===== config.mk =====
export PLATFORM = sky130hd
export DESIGN_NAME = alu_accumulator
export DESIGN_NICKNAME = d
export VERILOG_FILES = /design/src/rtl/alu_pkg.sv /design/src/rtl/alu_flag_unit.sv /design/src/rtl/alu_accumulator.sv
export SDC_FILE = /design/constraint.sdc
export NUM_CORES = 1
export LEC_CHECK = 0
export CAP_MARGIN = 20
export CELL_PAD_IN_SITES_DETAIL_PLACEMENT = 0
export CELL_PAD_IN_SITES_GLOBAL_PLACEMENT = 1
export CORE_UTILIZATION = 34
export DETAILED_ROUTE_END_ITERATION = 12
export PLACE_DENSITY = 0.82
export SYNTH_ARGS = -nofsm -noshare
export SYNTH_HDL_FRONTEND = slang
export SYNTH_HIERARCHICAL = 1
export SYNTH_SLANG_ARGS = --single-unit

===== constraint.sdc =====
create_clock -name clk -period 1.9 [get_ports clk]
set_input_delay 0.57 -clock clk [delete_from_list [all_inputs] [get_ports clk]]
set_output_delay 0.57 -clock clk [all_outputs]
set_load 0.01 [all_outputs]

===== src/rtl/alu_pkg.sv =====
// Shared definitions for the accumulator stage and its flag unit.
// Saturating capture is enabled by defining ALU_SAT_EN.
package alu_pkg;

   localparam int CNTRL_W = 3;

   // Bit positions inside the packed flag vector.
   localparam int FLAG_Z = 0;
   localparam int FLAG_N = 1;
   localparam int FLAG_C = 2;
   localparam int FLAG_V = 3;
   localparam int FLAG_W = 4;

   typedef enum logic [1:0] {
      IDLE = 2'd0,
      EXEC = 2'd1,
      DONE = 2'd2
   } alu_state_e;

endpackage


===== src/rtl/alu_flag_unit.sv =====
// Combinational next-value logic for the accumulator and its status flags.
// Defining ALU_SAT_EN clamps overflowing arithmetic results to max/min.
module alu_flag_unit
   import alu_pkg::*;
#(
   parameter int N = 4
) (
   input  logic [N-1:0]      alu_f,
   input  logic              alu_cout,
   input  logic              alu_v,
   input  logic              load,
   input  logic [N-1:0]      load_value,
   output logic [N-1:0]      acc_next,
   output logic [FLAG_W-1:0] flags_next
);

   logic [N-1:0] result;

   always_comb begin
      result = alu_f;
      if (load) begin
         result = load_value;
      end
`ifdef ALU_SAT_EN
      // A wrapped negative sign bit means the true result overflowed upward.
      else if (alu_v) begin
         if (alu_f[N-1]) begin
            result = {1'b0, {(N-1){1'b1}}};
         end else begin
            result = {1'b1, {(N-1){1'b0}}};
         end
      end
`endif
   end

   always_comb begin
      flags_next         = '0;
      flags_next[FLAG_Z] = (result == '0);
      flags_next[FLAG_N] = result[N-1];
      flags_next[FLAG_C] = load ? 1'b0 : alu_cout;
      flags_next[FLAG_V] = load ? 1'b0 : alu_v;
   end

   assign acc_next = result;

endmodule


===== src/rtl/alu_accumulator.sv =====
// Accumulator stage downstream of the ripple-carry ALU: IDLE -> EXEC -> DONE.
// Saturating capture is selected with the ALU_SAT_EN macro (see alu_flag_unit).
module alu_accumulator
   import alu_pkg::*;
#(
   parameter int N = 4
) (
   input  logic               clk,
   input  logic               rst_n,
   input  logic               cmd_valid,
   output logic               cmd_ready,
   input  logic [CNTRL_W-1:0] cmd_op,
   input  logic               cmd_load,
   input  logic [N-1:0]       cmd_operand,
   output logic [N-1:0]       alu_a,
   output logic [N-1:0]       alu_b,
   output logic [CNTRL_W-1:0] alu_cntrl,
   input  logic [N-1:0]       alu_f,
   input  logic               alu_cout,
   input  logic               alu_v,
   output logic [N-1:0]       acc,
   output logic               flag_z,
   output logic               flag_n,
   output logic               flag_c,
   output logic               flag_v,
   output logic               res_valid
);

   alu_state_e         state_reg;
   alu_state_e         state_next;
   logic [N-1:0]       alu_b_reg;
   logic [CNTRL_W-1:0] alu_cntrl_reg;
   logic               load_reg;
   logic [N-1:0]       acc_reg;
   logic [FLAG_W-1:0]  flags_reg;
   logic               res_valid_reg;
   logic [N-1:0]       acc_next;
   logic [FLAG_W-1:0]  flags_next;
   logic               accept;

   assign accept = (state_reg == IDLE) && cmd_valid;

   always_comb begin
      state_next = state_reg;
      case (state_reg)
         IDLE:    if (cmd_valid) state_next = EXEC;
         EXEC:    state_next = DONE;
         DONE:    state_next = IDLE;
         default: state_next = IDLE;
      endcase
   end

   alu_flag_unit #(
      .N(N)
   ) u_flag_unit (
      .alu_f      (alu_f),
      .alu_cout   (alu_cout),
      .alu_v      (alu_v),
      .load       (load_reg),
      .load_value (alu_b_reg),
      .acc_next   (acc_next),
      .flags_next (flags_next)
   );

   // An asynchronous reset during EXEC discards the command before capture.
   always_ff @(posedge clk or negedge rst_n) begin
      if (!rst_n) begin
         state_reg     <= IDLE;
         alu_b_reg     <= '0;
         alu_cntrl_reg <= '0;
         load_reg      <= 1'b0;
         acc_reg       <= '0;
         flags_reg     <= '0;
         res_valid_reg <= 1'b0;
      end else begin
         state_reg     <= state_next;
         res_valid_reg <= (state_reg == EXEC);
         if (accept) begin
            alu_b_reg     <= cmd_operand;
            alu_cntrl_reg <= cmd_op;
            load_reg      <= cmd_load;
         end
         if (state_reg == EXEC) begin
            acc_reg   <= acc_next;
            flags_reg <= flags_next;
         end
      end
   end

   assign cmd_ready = (state_reg == IDLE);
   assign alu_a     = acc_reg;
   assign alu_b     = alu_b_reg;
   assign alu_cntrl = alu_cntrl_reg;
   assign acc       = acc_reg;
   assign flag_z    = flags_reg[FLAG_Z];
   assign flag_n    = flags_reg[FLAG_N];
   assign flag_c    = flags_reg[FLAG_C];
   assign flag_v    = flags_reg[FLAG_V];
   assign res_valid = res_valid_reg;

endmodule


==> results of run 1 <==
==> per-stage QoR <==
| stage | instance area [um2] | total power, W |
|---|---|---|
| 6_report | 1240 | 0.00154 |
| 5_1_grt | 1240 | 0.00164 |
| 4_1_cts | 1240 | 0.00157 |
| 3_5_place_dp | 1220 | 0.00136 |
| 3_3_place_gp | 1220 | 0.00135 |
| 2_1_floorplan | 858 | 0.00103 |
==> Yosys cell counts <==
cell	number	share of area [%]
and2b_2	2	2.0
buf_4	5	4.4
buf_6	2	2.6
dfrtp_1	19	55
inv_1	2	0.87
mux2_2	10	13
mux2_4	10	17
nand2b_1	1	0.73
nor2_1	1	0.44
nor3b_2	1	1.5
nor4_2	1	1.5
==> area by class of cell <==
class | instances | area, um2
clock buffer | 3 | 22.5
clock inverter | 1 | 5.00
fill | 209 | 1050
inverter | 2 | 7.51
multi-input combinational | 26 | 315
sequential | 19 | 475
tap | 28 | 35.0
timing repair buffer | 39 | 384
==> where the power goes <==
part / switching, W / internal, W
registers: 0.0000962 / 0.000531
logic: 0.000224 / 0.000489
clock network: 0.000124 / 0.0000784
==> path summary, 6_finish.rpt <==
kind                                end  depth (start not counted)  slack [ns]
max                              acc[0]                          1        0.09
min                        flags_reg[1]                          1        0.52
max reg2reg                      acc[2]                          2        0.53
min reg2reg                flags_reg[1]                          1        0.52
max in group asynchronous        acc[3]                          2        1.09
min in group asynchronous  flags_reg[2]                          2        0.61
==> metal layers <==
layer / global-route usage, % / part of all wire [%]
met5: 0 / 0
met4: 7.89 / 2.0
met3: 2.61 / 5.5
met2: 18.6 / 45
met1: 16.8 / 47
==> logic make-up (layout without fill, tap and decap cells) <==
group / Yosys count / in the layout / synth area share [%]
AND/OR/NAND/NOR: 6 / 6 / 6.12
multiplexers: 20 / 20 / 30.6
buffers and inverters: 9 / 45 / 7.87
flip-flops: 19 / 19 / 55.4
==> what timing repair did <==
| item | 4_1_cts | 5_1_grt |
|---|---|---|
| resized for setup | 1 | 0 |
| buffers inserted | 0 | 0 |
| setup endpoints to repair | 1 | 0 |
==> run summary, run 1 <==
core area -> 2300 um2
minimum clock period -> 1.81 ns
peak supply drop -> 0.715 mV
crit share post-route -> 95.2%
reg2reg start -> state_reg[1]
final std cells w/o fill -> 118
vias -> 535
Worst Path Required -> 1.33 ns
Buf+Inv Stages, Crit Path -> 1
# H-tree levels -> 1
worst slew pin tran -> 0.637 ns
PortBufs -> 37
placed instance count -> 114
drt pass-1 iters -> 2
Cell Area, Synth -> 858 um2
starting density of the core -> 37.4%
CP Max Fanout -> 3
Layout area overhead -> 45.0%
worst-path cell chain -> clkdlybuf4s50_1
global-route total usage across every layer -> 12.6%
Num CTS Buffers -> 3
CP Class -> reg2out
PD cells -> 1240 nW/um2
Clk Latency, worst-skew pair -> 0.29 ns
status -> finished, final reports clean
Post-Route Utilization -> 54.2%
Slew Viols, Final -> 0
CTS tree -> done
maximum buffer depth of the clock tree -> 2
initial antenna violation count -> 0
clk sink count -> 19
DRT iter0 DRCs -> 2
Avg Cell Area, Syn -> 15.9 um2
Post-Syn Nets -> 71
fin nets -> 108
CP Data Arrival Time -> 1.24 ns
DIE HEIGHT -> 52.2 um
GR Overflow Total -> 0
sequential fraction of the synthesis area -> 55.4%
Vias per Instance -> 4.53
final hold vios -> 0
final setup slack of the worst path -> 0.0903 ns
CP max-delay cell -> clkdlybuf4s50_1
largest net degree at the start of global routing -> 20
max incr delay on CP -> 0.55 ns
clk root buf -> clkbuf_4
commonest non-fill, non-tap cell in the layout -> clkdlybuf4s50_1
DRT Wirelength -> 1.57 mm
I/O Pins -> 38
relative slew slack -> 57.6%
Crit path max-delay family -> buffers and inverters
Horiz. Die Dim -> 52.2 um
CP endpoint kind -> primary output
most frequent cells in the layout -> clkdlybuf4s50_1, dfrtp_1, mux2_2, mux2_4, clkbuf_4
Max Clock Freq -> 553 MHz
first-pass GRT wire length -> 2.39 mm
worst min path class -> reg2reg
Startpoint Class -> register
hold path startpoint -> flags_reg[1]
max-cap viol count -> 0
Synth cell types -> 11
layout cell share with drive strength beyond 1 -> 33.3%
# diodes -> 0
clk_skew -> 0.00301 ns
Post-Synthesis Cells -> 54
Final GP Congestion -> 0.656
number of synthesis warnings -> 6
post-route ant nets -> 0
vias in the first global route -> 527
full die area -> 2730 um2
DRC -> 0
Final HPWL DP -> 1.21 mm
Min Hold Slack -> 0.518 ns
Leak -> 0.564 nW
RSZ-0062 raised after global routing -> no
Setup WS pre-CTS -> 0.0771 ns
Synth Register Bits -> 19
row count -> 17
TNS Setup -> 0 ns
clock slew at reported path FFs -> 0.10 ns
WL/cell -> 13.3 um
critical path startpoint -> acc[0]
Hold Buf Count CTS -> 0
Setup violations, final -> 0
Note: power is estimated with default switching activity, not from simulation.
==> run 2: changes to the inputs <==
--- a/config.mk
+++ b/config.mk
@@ -9,6 +9,7 @@
 export CELL_PAD_IN_SITES_DETAIL_PLACEMENT = 0
 export CELL_PAD_IN_SITES_GLOBAL_PLACEMENT = 1
 export CORE_UTILIZATION = 34
+export CTS_CLUSTER_DIAMETER = 100
 export DETAILED_ROUTE_END_ITERATION = 12
 export PLACE_DENSITY = 0.82
 export SYNTH_ARGS = -nofsm -noshare
==> results of run 2 <==
Same layout as run 1: the final DEF is identical, and so are final timing and power.
==> run 3: changes to the inputs <==
--- a/config.mk
+++ b/config.mk
@@ -8,6 +8,7 @@
 export CAP_MARGIN = 20
 export CELL_PAD_IN_SITES_DETAIL_PLACEMENT = 0
 export CELL_PAD_IN_SITES_GLOBAL_PLACEMENT = 1
+export CORE_MARGIN = 1.5
 export CORE_UTILIZATION = 34
 export CTS_CLUSTER_DIAMETER = 100
 export DETAILED_ROUTE_END_ITERATION = 12
==> run summary, run 3 (same netlist as run 1, synthesis figures left out) <==
Leak -> 0.564 nW (unchanged)
Num CTS Buffers -> 3 (unchanged)
switching power -> 0.000439 W (was 0.000444 W)
largest net degree at the start of global routing -> 20 (unchanged)
Int Power -> 0.00110 W (about the same)
layout cell share with drive strength beyond 1 -> 33.3% (unchanged)
final setup slack of the worst path -> 0.0957 ns (was 0.0903 ns)
DRT Wirelength -> 1.50 mm (was 1.57 mm)
Clk network pwr share -> 13.0% (was 13.1%)
maximum buffer depth of the clock tree -> 2 (unchanged)
first-pass GRT wire length -> 2.35 mm (was 2.39 mm)
max-cap viol count -> 0 (unchanged)
# diodes -> 0 (unchanged)
Setup violations, final -> 0 (unchanged)
clk sink count -> 19 (unchanged)
clock slew at reported path FFs -> 0.11 ns (was 0.10 ns)
CTS tree -> done (unchanged)
Startpoint Class -> register (unchanged)
CP Data Arrival Time -> 1.23 ns (was 1.24 ns)
CP endpoint kind -> primary output (unchanged)
TNS Setup -> 0 ns (unchanged)
max incr delay on CP -> 0.55 ns (about the same)
Horiz. Die Dim -> 53.2 um (was 52.2 um)
setup bufs post-CTS -> 0 (unchanged)
Min Hold Slack -> 0.517 ns (was 0.518 ns)
starting density of the core -> 35.3% (was 37.4%)
worst min path class -> reg2reg (unchanged)
Crit path max-delay family -> buffers and inverters (unchanged)
Buf+Inv Stages, Crit Path -> 1 (unchanged)
minimum clock period -> 1.80 ns (was 1.81 ns)
global-route total usage across every layer -> 12.0% (was 12.6%)
CP Max Fanout -> 3 (unchanged)
DIE HEIGHT -> 53.2 um (was 52.2 um)
vias in the first global route -> 518 (was 527)
Max Clock Freq -> 554 MHz (was 553 MHz)
clk root buf -> clkbuf_4 (unchanged)
Layout area overhead -> 45.3% (was 45.0%)
worst-path cell chain -> clkdlybuf4s50_1 (unchanged)
fin nets -> 108 (unchanged)
DRT iter0 DRCs -> 3 (was 2)
flop-to-flop setup slack -> 0.55 ns (was 0.53 ns)
GR Overflow Total -> 0 (unchanged)
worst slew pin tran -> 0.576 ns (was 0.637 ns)
RSZ-0062 raised after global routing -> no (unchanged)
most frequent cells in the layout -> clkdlybuf4s50_1, dfrtp_1, mux2_2, mux2_4, clkbuf_4 (unchanged)
relative slew slack -> 61.6% (was 57.6%)
Worst Path Required -> 1.33 ns (about the same)
final hold vios -> 0 (unchanged)
DRC -> 0 (unchanged)
CP Class -> reg2out (unchanged)
PD cells -> 1230 nW/um2 (was 1240 nW/um2)
clk_skew -> 0.000694 ns (was 0.00301 ns)
total power -> 0.00154 W (about the same)
vias -> 532 (was 535)
post-route ant nets -> 0 (unchanged)
filler cell count -> 218 (was 209)
core area -> 2430 um2 (was 2300 um2)
initial antenna violation count -> 0 (unchanged)
CP max-delay cell -> clkdlybuf4s50_1 (unchanged)
row count -> 18 (was 17)
Vias per Instance -> 4.43 (was 4.53)
drt pass-1 iters -> 2 (unchanged)
crit share post-route -> 95.0% (was 95.2%)
full die area -> 2840 um2 (was 2730 um2)
combinational group share of total power -> 46.3% (was 46.2%)
sequential share of power -> 40.7% (about the same)
Final GP Congestion -> 0.650 (was 0.656)
status -> finished, final reports clean (unchanged)
Slew Viols, Final -> 0 (unchanged)
commonest non-fill, non-tap cell in the layout -> clkdlybuf4s50_1 (unchanged)
Switching Share -> 28.6% (was 28.8%)
Final HPWL DP -> 1.14 mm (was 1.21 mm)
WL/cell -> 12.5 um (was 13.3 um)
PortBufs -> 37 (unchanged)
peak supply drop -> 0.620 mV (was 0.715 mV)
# H-tree levels -> 1 (unchanged)
Clk Latency, worst-skew pair -> 0.29 ns (about the same)
I/O Pins -> 38 (unchanged)
Setup WS pre-CTS -> 0.0807 ns (was 0.0771 ns)
[run 3: cell counts in the layout (fill, tap and decap cells not counted)]
No cell type changed its count.
[run 3: routing by layer]
layer  global-route usage (%)  vias up  part of all wire (%)
li1                         -      250                     -
met1                     15.8      255                    46
met2                     17.1       25                    44
met3                     4.24        2                   8.5
met4                     6.41        0                   1.3
met5                        0        -                     0
[run 3: path summary, 6_finish.rpt]
path | startpoint | endpoint | cells past startpoint
setup / recovery | alu_b[0] | alu_b[0] | 1
hold / removal | alu_cntrl[0] | alu_cntrl[0] | 1
setup reg to reg | load_reg | flags_reg[0] | 3
hold reg to reg | alu_cntrl[0] | alu_cntrl[0] | 1
max in group asynchronous | rst_n | alu_b[2] | 2
min in group asynchronous | rst_n | res_valid | 2
[run 3: area by class of cell]
| cell class | instances | area, um2 | share of cell area, % |
|---|---|---|---|
| flip-flops and latches | 19 | 475 | 38.1 |
| clock buffers | 3 | 22.5 | 1.81 |
| clock inverters | 1 | 5.00 | 0.401 |
| inverters | 2 | 7.51 | 0.602 |
| repair buffers | 39 | 384 | 30.8 |
| multi-input cells | 26 | 315 | 25.3 |
| well taps | 30 | 37.5 | 3.01 |
[run 3: what timing repair did]
action,CTS,global route
resized for setup,1,0
hold buffers,0,0
setup endpoints to repair,1,0
[run 3: through the flow]
stage	area, um2	std cells	utilization, %
final	1250	120	51.3
after global routing	1250	120	51.3
after CTS	1250	120	51.3
after detailed placement	1220	116	50.2
after global placement	1220	116	50.2
after floorplan	858	54	-
[run 3: power by group through the flow]
stage | Combinational [W] | Clock, W | Sequential (W)
floorplan | 0.000349 | 0 | 0.000679
global placement | 0.000716 | 0 | 0.000632
detailed placement | 0.000719 | 0 | 0.000639
CTS | 0.000721 | 0.000208 | 0.000630
global route | 0.000765 | 0.000227 | 0.000644
finish | 0.000711 | 0.000200 | 0.000626
